## src/rtl/sp_ram_ctrl_if.sv

```systemverilog
// Request/response bus between a client and the single-port RAM controller.
// The client drives requests through the master modport; the controller owns ready and the response.
interface sp_ram_ctrl_if #(
    parameter int DATA_WIDTH = 32,
    parameter int ADDR_WIDTH = 6
);
    logic                      req_valid;
    logic                      req_ready;
    logic                      req_we;
    logic [DATA_WIDTH/8-1:0]   req_be;
    logic [ADDR_WIDTH-1:0]     req_addr;
    logic [DATA_WIDTH-1:0]     req_wdata;
    logic                      rsp_valid;
    logic [DATA_WIDTH-1:0]     rsp_rdata;

    modport master (
        output req_valid, req_we, req_be, req_addr, req_wdata,
        input  req_ready, rsp_valid, rsp_rdata
    );

    modport slave (
        input  req_valid, req_we, req_be, req_addr, req_wdata,
        output req_ready, rsp_valid, rsp_rdata
    );
endinterface

```

## src/rtl/sp_ram_ctrl.sv

```systemverilog
// Single-port RAM controller with byte-enabled writes, selectable write-port read behaviour,
// optional output register, and a one-word-per-cycle full-memory clear sweep.
module sp_ram_ctrl #(
    parameter int DATA_WIDTH = 32,
    parameter int ADDR_WIDTH = 6,
    parameter int MODE       = 0,
    parameter int OUT_REG    = 0
) (
    input  logic           clk,
    input  logic           reset,
    sp_ram_ctrl_if.slave   bus,
    input  logic           clr_start,
    output logic           clr_busy,
    output logic           clr_done
);
    localparam int DEPTH    = 2**ADDR_WIDTH;
    localparam int BE_W     = DATA_WIDTH / 8;
    localparam int MODE_EFF = (MODE == 1 || MODE == 2) ? MODE : 0;

    typedef enum logic {
        IDLE  = 1'b0,
        CLEAR = 1'b1
    } state_t;

    state_t                 state;
    state_t                 state_next;
    logic                   hold_q;
    logic [ADDR_WIDTH-1:0]  clr_addr;
    logic [ADDR_WIDTH-1:0]  clr_addr_next;
    logic                   done_next;
    logic                   clr_we;

    logic [DATA_WIDTH-1:0]  mem [DEPTH];
    logic                   accept;
    logic [DATA_WIDTH-1:0]  old_word;
    logic [DATA_WIDTH-1:0]  merged_word;
    logic                   vld_p0;
    logic [DATA_WIDTH-1:0]  rdata_p0;

    function automatic logic [DATA_WIDTH-1:0] merge_bytes(
        input logic [DATA_WIDTH-1:0] old_w,
        input logic [DATA_WIDTH-1:0] new_w,
        input logic [BE_W-1:0]       be
    );
        logic [DATA_WIDTH-1:0] r;
        r = old_w;
        for (int i = 0; i < BE_W; i++) begin
            if (be[i]) begin
                r[8*i +: 8] = new_w[8*i +: 8];
            end
        end
        return r;
    endfunction

    // Write responses in no-change mode re-present the previous response word.
    function automatic logic [DATA_WIDTH-1:0] resp_word(
        input logic                  we,
        input logic [DATA_WIDTH-1:0] old_w,
        input logic [DATA_WIDTH-1:0] new_w,
        input logic [DATA_WIDTH-1:0] prev_w
    );
        logic [DATA_WIDTH-1:0] r;
        r = old_w;
        if (we) begin
            if (MODE_EFF == 1) begin
                r = new_w;
            end else if (MODE_EFF == 2) begin
                r = prev_w;
            end
        end
        return r;
    endfunction

    // hold_q marks the cycle right after reset, when the FSM sits in CLEAR but must not sweep yet.
    always_ff @(posedge clk) begin
        if (reset) begin
            state    <= CLEAR;
            hold_q   <= 1'b1;
            clr_addr <= '0;
            clr_done <= 1'b0;
        end else begin
            state    <= state_next;
            hold_q   <= 1'b0;
            clr_addr <= clr_addr_next;
            clr_done <= done_next;
        end
    end

    always_comb begin
        state_next    = state;
        clr_addr_next = clr_addr;
        done_next     = 1'b0;
        clr_we        = 1'b0;
        case (state)
            IDLE: begin
                if (clr_start) begin
                    state_next    = CLEAR;
                    clr_addr_next = '0;
                end
            end
            CLEAR: begin
                if (!hold_q) begin
                    clr_we        = 1'b1;
                    clr_addr_next = clr_addr + 1'b1;
                    if (&clr_addr) begin
                        state_next = IDLE;
                        done_next  = 1'b1;
                    end
                end
            end
            default: begin
                state_next = CLEAR;
            end
        endcase
    end

    assign bus.req_ready = (state == IDLE);
    assign clr_busy      = (state == CLEAR) && !hold_q;

    assign accept      = bus.req_valid && (state == IDLE) && !reset;
    assign old_word    = mem[bus.req_addr];
    assign merged_word = merge_bytes(old_word, bus.req_wdata, bus.req_be);

    always_ff @(posedge clk) begin
        if (clr_we && !reset) begin
            mem[clr_addr] <= '0;
        end else if (accept && bus.req_we) begin
            for (int i = 0; i < BE_W; i++) begin
                if (bus.req_be[i]) begin
                    mem[bus.req_addr][8*i +: 8] <= bus.req_wdata[8*i +: 8];
                end
            end
        end
    end

    // Stage p0: response captured on the acceptance edge; data word holds between responses.
    always_ff @(posedge clk) begin
        if (reset) begin
            vld_p0   <= 1'b0;
            rdata_p0 <= '0;
        end else begin
            vld_p0 <= accept;
            if (accept) begin
                rdata_p0 <= resp_word(bus.req_we, old_word, merged_word, rdata_p0);
            end
        end
    end

    generate
        if (OUT_REG != 0) begin : g_out_reg
            logic                  vld_p1;
            logic [DATA_WIDTH-1:0] rdata_p1;

            // Stage p1: optional output register.
            always_ff @(posedge clk) begin
                if (reset) begin
                    vld_p1   <= 1'b0;
                    rdata_p1 <= '0;
                end else begin
                    vld_p1 <= vld_p0;
                    if (vld_p0) begin
                        rdata_p1 <= rdata_p0;
                    end
                end
            end

            assign bus.rsp_valid = vld_p1;
            assign bus.rsp_rdata = rdata_p1;
        end else begin : g_direct
            assign bus.rsp_valid = vld_p0;
            assign bus.rsp_rdata = rdata_p0;
        end
    endgenerate
endmodule

```

## src/flat_wrapper.sv

```systemverilog
// flat-port wrapper written by rule: the top's interface ports become plain ports
module sp_ram_ctrl_flat 
#(
    parameter int DATA_WIDTH = 32,
    parameter int ADDR_WIDTH = 6,
    parameter int MODE       = 0,
    parameter int OUT_REG    = 0
)
  (clk, reset, clr_start, clr_busy, clr_done, bus_req_valid, bus_req_we, bus_req_be, bus_req_addr, bus_req_wdata, bus_req_ready, bus_rsp_valid, bus_rsp_rdata);
  sp_ram_ctrl_if #(.DATA_WIDTH(DATA_WIDTH), .ADDR_WIDTH(ADDR_WIDTH)) bus_i ();
  input  logic clk;
  input  logic reset;
  input  logic clr_start;
  output logic clr_busy;
  output logic clr_done;
  input wire logic [$bits(bus_i.req_valid)-1:0] bus_req_valid;
  input wire logic [$bits(bus_i.req_we)-1:0] bus_req_we;
  input wire logic [$bits(bus_i.req_be)-1:0] bus_req_be;
  input wire logic [$bits(bus_i.req_addr)-1:0] bus_req_addr;
  input wire logic [$bits(bus_i.req_wdata)-1:0] bus_req_wdata;
  output wire logic [$bits(bus_i.req_ready)-1:0] bus_req_ready;
  output wire logic [$bits(bus_i.rsp_valid)-1:0] bus_rsp_valid;
  output wire logic [$bits(bus_i.rsp_rdata)-1:0] bus_rsp_rdata;
  assign bus_i.req_valid = bus_req_valid;
  assign bus_i.req_we = bus_req_we;
  assign bus_i.req_be = bus_req_be;
  assign bus_i.req_addr = bus_req_addr;
  assign bus_i.req_wdata = bus_req_wdata;
  assign bus_req_ready = bus_i.req_ready;
  assign bus_rsp_valid = bus_i.rsp_valid;
  assign bus_rsp_rdata = bus_i.rsp_rdata;
  sp_ram_ctrl #(.DATA_WIDTH(DATA_WIDTH), .ADDR_WIDTH(ADDR_WIDTH), .MODE(MODE), .OUT_REG(OUT_REG)) u_core (.clk(clk), .reset(reset), .bus(bus_i), .clr_start(clr_start), .clr_busy(clr_busy), .clr_done(clr_done));
endmodule
```

## config.mk

```make
export PLATFORM = sky130hd
export DESIGN_NAME = sp_ram_ctrl_flat
export DESIGN_NICKNAME = d
export VERILOG_FILES = /design/src/rtl/sp_ram_ctrl_if.sv /design/src/rtl/sp_ram_ctrl.sv /design/src/flat_wrapper.sv
export SDC_FILE = /design/constraint.sdc
export NUM_CORES = 2
export LEC_CHECK = 0
export BUFFER_PORTS_ARGS = -buffer_cell sky130_fd_sc_hd__buf_4
export CAP_MARGIN = 40
export CORE_MARGIN = 8
export CORE_UTILIZATION = 41
export CTS_CLUSTER_DIAMETER = 120
export DETAILED_ROUTE_END_ITERATION = 10
export SETUP_SLACK_MARGIN = 0.2
export SYNTH_ARGS = -nofsm -noshare
export SYNTH_HDL_FRONTEND = slang
export SYNTH_SLANG_ARGS = --single-unit
export TNS_END_PERCENT = 20
```

## constraint.sdc

```tcl
create_clock -name clk -period 6.3 [get_ports clk]
set_input_delay 0.945 -clock clk [delete_from_list [all_inputs] [get_ports clk]]
set_output_delay 0.945 -clock clk [all_outputs]
set_load 0.02 [all_outputs]
```

# Yosys cells after proc, flatten, opt, wreduce, memory -nomap -nowiden
# Memory sizes are Yosys's and may differ from the RTL's. A register that Yosys moved wholly into a read port is not among the register bits.
# Cells that the tools add are included.
# classes
n_addsub,1
eq_ne,2
n_mux,32
bitwise,1
n_reduce_logical,11
# op_table
cell,n
two-way mux 32 bit,1
OR reduction 32 bit,1
two-way mux 1 bit,25
two-way mux 6 bit,3
one-hot mux 6 bit (2 select lines),1
adder 6 x 1 -> 6 bit (second input constant),1
AND reduction 6 bit,1
logical AND 1 bit,5
two-way mux 4 bit,1
!= test 2 bit (second input constant),2
OR reduction 3 bit,1
zero test 1 bit,2
one-hot mux 1 bit (2 select lines),1
AND reduction 2 bit,1
NOT 1 bit,1
# word_totals
register_bits,10
mem_bits_rw,2048
in_bits,47
out_inout_bits,36
word_cells,53
mem_count,1
# mem_list
memory,words,word_bits,rd,rd_clocked_by_memory_dff,write_ports,line,text
u_core.mem,64,32,1,1,1,sp_ram_ctrl.sv:33,logic [DATA_WIDTH-1:0] mem [DEPTH];

# Logic depth before layout (Yosys ltp)
# logic_depth
word_depth,9
mapped_depth,10

# Worst setup path before layout
# No wires, ideal clock.
# synth_timing
path_type,input to register
from,input reset
to,"memory u_core.mem[0][10], data pin"
arrival_ps,3011
path_slack_ps,2922
cell_stages,6
cell_sequence,or3b_1 -> buf_2 -> nor2_4 -> buf_4 -> clkbuf_1 -> and2_1
# synth_via
elab_chain_len,8
# synth_rtl
element,line,text
from (decl),flat_wrapper.sv:12,input logic reset;
zero test 1 bit (*),"sp_ram_ctrl.sv:120, sp_ram_ctrl.sv:125",
logical AND 1 bit,sp_ram_ctrl.sv:120,assign accept = bus.req_valid && (state == IDLE) && !reset;
logical AND 1 bit,sp_ram_ctrl.sv:127,end else if (accept && bus.req_we) begin
two-way mux 1 bit,sp_ram_ctrl.sv:127,
two-way mux 1 bit,sp_ram_ctrl.sv:125,if (clr_we && !reset) begin
two-way mux 1 bit (implied by the code),sp_ram_ctrl.sv:130,mem[bus.req_addr][8*i +: 8] <= bus.req_wdata[8*i +: 8];
OR reduction 32 bit (no line) (*),--,
two-way mux 32 bit (no line) (*),--,
to (decl),sp_ram_ctrl.sv:33,
# Mark *: on every way between the ends. The rest lies on a longest branch, timed or not.

# Worst setup path in the final report
# layout_timing
from,register u_core.state
to,memory u_core.mem[15][23] (enable)
# layout_via
elab_chain_len,9
# layout_rtl
element,line,text
from (decl),sp_ram_ctrl.sv:25,state_t state;
from (signal assigned),sp_ram_ctrl.sv:82,state <= state_next;
NOT 1 bit,sp_ram_ctrl.sv:120,
logical AND 1 bit (2 in series),sp_ram_ctrl.sv:120,
logical AND 1 bit,sp_ram_ctrl.sv:127,
two-way mux 1 bit,sp_ram_ctrl.sv:127,
two-way mux 1 bit,sp_ram_ctrl.sv:125,
two-way mux 1 bit (implied by the code),sp_ram_ctrl.sv:130,
OR reduction 32 bit (no line),--,
two-way mux 6 bit (no line) or two-way mux 4 bit (tied branches),--,
# Several ways; a longest one is shown, not always the timed one.

==> flow_metrics.tcl <==
set metrics [dict create \
    grt_max_degree 100 \
    slew_headroom_pct 35.7 \
    synth_top_family_by_area "multiplexers" \
    synth_cells 3790 \
    grt_pass1_vias 39258 \
    clock-root-buffer "clkbuf_16" \
    hold_class "flop to flop" \
    final_layout_size_suffix_gt1_share_pct 28.6 \
    ys.flop_type "edfxtp_1" \
    cts_setup_buffers 0 \
    outcome "complete, no violations" \
    routed_wl_um 212000 \
    syn-num-nets 3838 \
    synth-edff-count 2048 \
    ios 83 \
    drtPass1Iterations 5 \
    startpoint_type "flop" \
    synthArstFlopShare_pct 0 \
    worstPathMaxFanout 28 \
    clock-sinks 2090 \
    postCtsHoldBufs 0 \
    synth_compound_area_share_pct 1.67 \
    ys_warn_count 0 \
    start_util_pct 41.1 \
    cts_buffers 204 \
    coreArea_mm2 0.197 \
    avgSynthCellArea_um2 21.4 \
    dieWidth_um 460 \
    area_delta_synth_final_pct 13.9 \
    synth-seq-area-share_pct 77.0 \
    hold_slack_ns 0.468 \
    cp_slowest_cell "nor2_1" \
    port-buffer-count 82 \
    ys_ff_latch 2090 \
    worst_slew_pin_slew_ns 0.937 \
    ir_drop_uv 264 \
    synthSimpleGateAreaFrac_pct 2.79 \
    antenna_found_initial 4 \
    rsz0062_at_grt "false" \
    wl_per_cell_um 31.2 \
    finalSetupViolations 0 \
    yosys.area.top_type "edfxtp_1" \
    drtIter0Drc 4515 \
    synthTopCellsByArea "edfxtp_1 76%, mux4_2 14%, mux2_2 1.9%" \
    overflow 0 \
    cts_resized 0 \
    layout_min_cycle_time_ns 4.66 \
    path_class "flop to flop" \
    post-dp-hpwl_um 134000 \
    cts_buffer_depth 3 \
    synth-xor-area-share_pct 0.0108 \
    clk_pin_slew_worst_paths_ns 0.07 \
    power_density_mw_per_mm2 307 \
    cpPeakStageDelay_ns 0.89 \
    cts_tree "yes" \
    grt_pass1_wl_um 302000 \
    postLayoutCoreUtil_pct 46.9 \
    synth_cell_types 44 \
    route.detailed.drc 0 \
    synthAdderAreaFrac_pct 0.0155 \
    finalHoldViolCount 0 \
    via_per_inst 5.79 \
    clock_skew_ns 0.0273 \
    nets 4036 \
    syn_area_mm2 0.0810 \
    p_leak_nw 30.2 \
    setup.worst_path.end_class "flop" \
    fmax_mhz 214 \
    max-cap-violations 0 \
    cp.arrival_ns 5.11 \
    rr_worst_depth 5 \
    crit_chain "or3b_1, nor2_4, mux2i_1, nand2_1, nor2_1" \
    cp.required_ns 6.75 \
    htree_levels 4 \
    die_h_um 460 \
    clock_latency_ns 0.83 \
    drv_slew 0 \
    fin_setup_tns_ns 0 \
    fin_crit_sh_pct 74.0 \
    holdPathStages 2 \
    die_area_mm2 0.212 \
    antenna_left 0 \
    num_rows 163 \
    grt_usage_pct 19.7 \
    synth_top_area_share_pct 75.9 \
    synth.area.mux_share_pct 17.2 \
    vias 39420 \
    gp_routability_congestion 0.821 \
]
[stage by stage]
stage,power (mW),worst slack [ns],cells,instance area [um2]
finish,28.3,1.64,6806,92200
detailed placement,16.3,1.06,6422,85500
global route,29.0,1.66,6806,92200
CTS,28.5,1.81,6804,92200
floorplan,15.9,2.92,3790,81000
global placement,16.3,1.18,6387,84800
[report_power, final]
group | internal (mW) | switching (mW) | leakage (nW)
logic | 0.378 | 0.532 | 6.49
registers | 15.0 | 0.0120 | 20.4
clock network | 7.12 | 5.21 | 3.30
[layout make-up]
cell class                      count  area [um2]
Clock inverter                    118        1260
Fill cell                       15977      105000
Sequential cell                  2090       62300
Clock buffer                      264        5510
Inverter                            4        15.0
Timing Repair Buffer              208        2120
Antenna cell                        2        5.00
Multi-Input combinational cell   1480       17700
Tap cell                         2640        3300
[cells in the final DEF, fill, tap and decap left out, types with 4 or more instances in the layout]
cell type	n
a21oi_1	9
nor2b_1	7
clkbuf_8	7
buf_4	163
clkinvlp_4	6
nor4_1	20
clkinv_2	36
o21ai_0	43
clkinv_1	38
dfxtp_1	42
a2bb2oi_1	4
bufinv_16	23
a211oi_1	21
nor2_1	280
mux2i_1	123
buf_16	7
and2_2	32
inv_6	4
nand4_1	16
clkbuf_16	209
clkinv_8	6
a221oi_1	4
nand2_2	6
mux4_2	498
nand3_1	29
nor3_1	6
mux2_2	134
a22oi_1	38
clkbuf_1	48
buf_8	7
nand2b_1	6
o22ai_1	76
or2_2	4
buf_12	29
nor2_4	4
nand2_1	87
edfxtp_1	2048
inv_1	4
[cells in the mapped netlist, types with 16 or more instances]
cell type	count
buf_1	16
mux2_2	134
clkbuf_1	87
edfxtp_1	2048
mux2i_1	123
buf_4	31
and2_1	35
nor2_1	284
nand3_1	29
o22ai_1	76
buf_2	81
nand4_1	16
mux4_2	498
dfxtp_1	42
nor4_1	20
a22oi_1	38
nand2_1	93
a211oi_1	21
o21ai_0	43
[per-layer routing]
layer	wire (um)	track usage [%]	share of wire [%]
met5	48	0.158	0.023
met4	8690	7.30	4.1
met3	16700	4.03	7.9
met2	99700	30.6	47
met1	87200	27.8	41
[flip-flops by register name (all words and copies together), names as in the netlist]
signal	count
u_core.mem	2048
u_core.bus.rsp_rdata	32
u_core.clr_addr	6
u_core.bus.rsp_valid	1
u_core.clr_done	1
u_core.hold_q	1
u_core.state	1
[logic make-up after synthesis]
group | after synthesis
buf+inv | 220
mux | 755
xor+xnor | 1
compound gates | 208
flops | 2090
simple gates | 515
fa+ha+maj | 1
[critical path, delay by kind of cell, from the launching register on]
kind             cells  cell delay (ns)
AND/OR/NAND/NOR      4             2.93
multiplexers         1             0.87
flip-flops           1             0.44
[final timing paths]
kind	endpoint	slack, ns	startpoint
max	u_core.mem[15][23]	1.64	u_core.state
min	u_core.bus.rsp_rdata[10]	0.47	u_core.bus.rsp_rdata[10]
max reg2reg	u_core.mem[15][23]	1.64	u_core.state
min reg2reg	u_core.bus.rsp_rdata[10]	0.47	u_core.bus.rsp_rdata[10]
(Power assumes the default switching activity.)
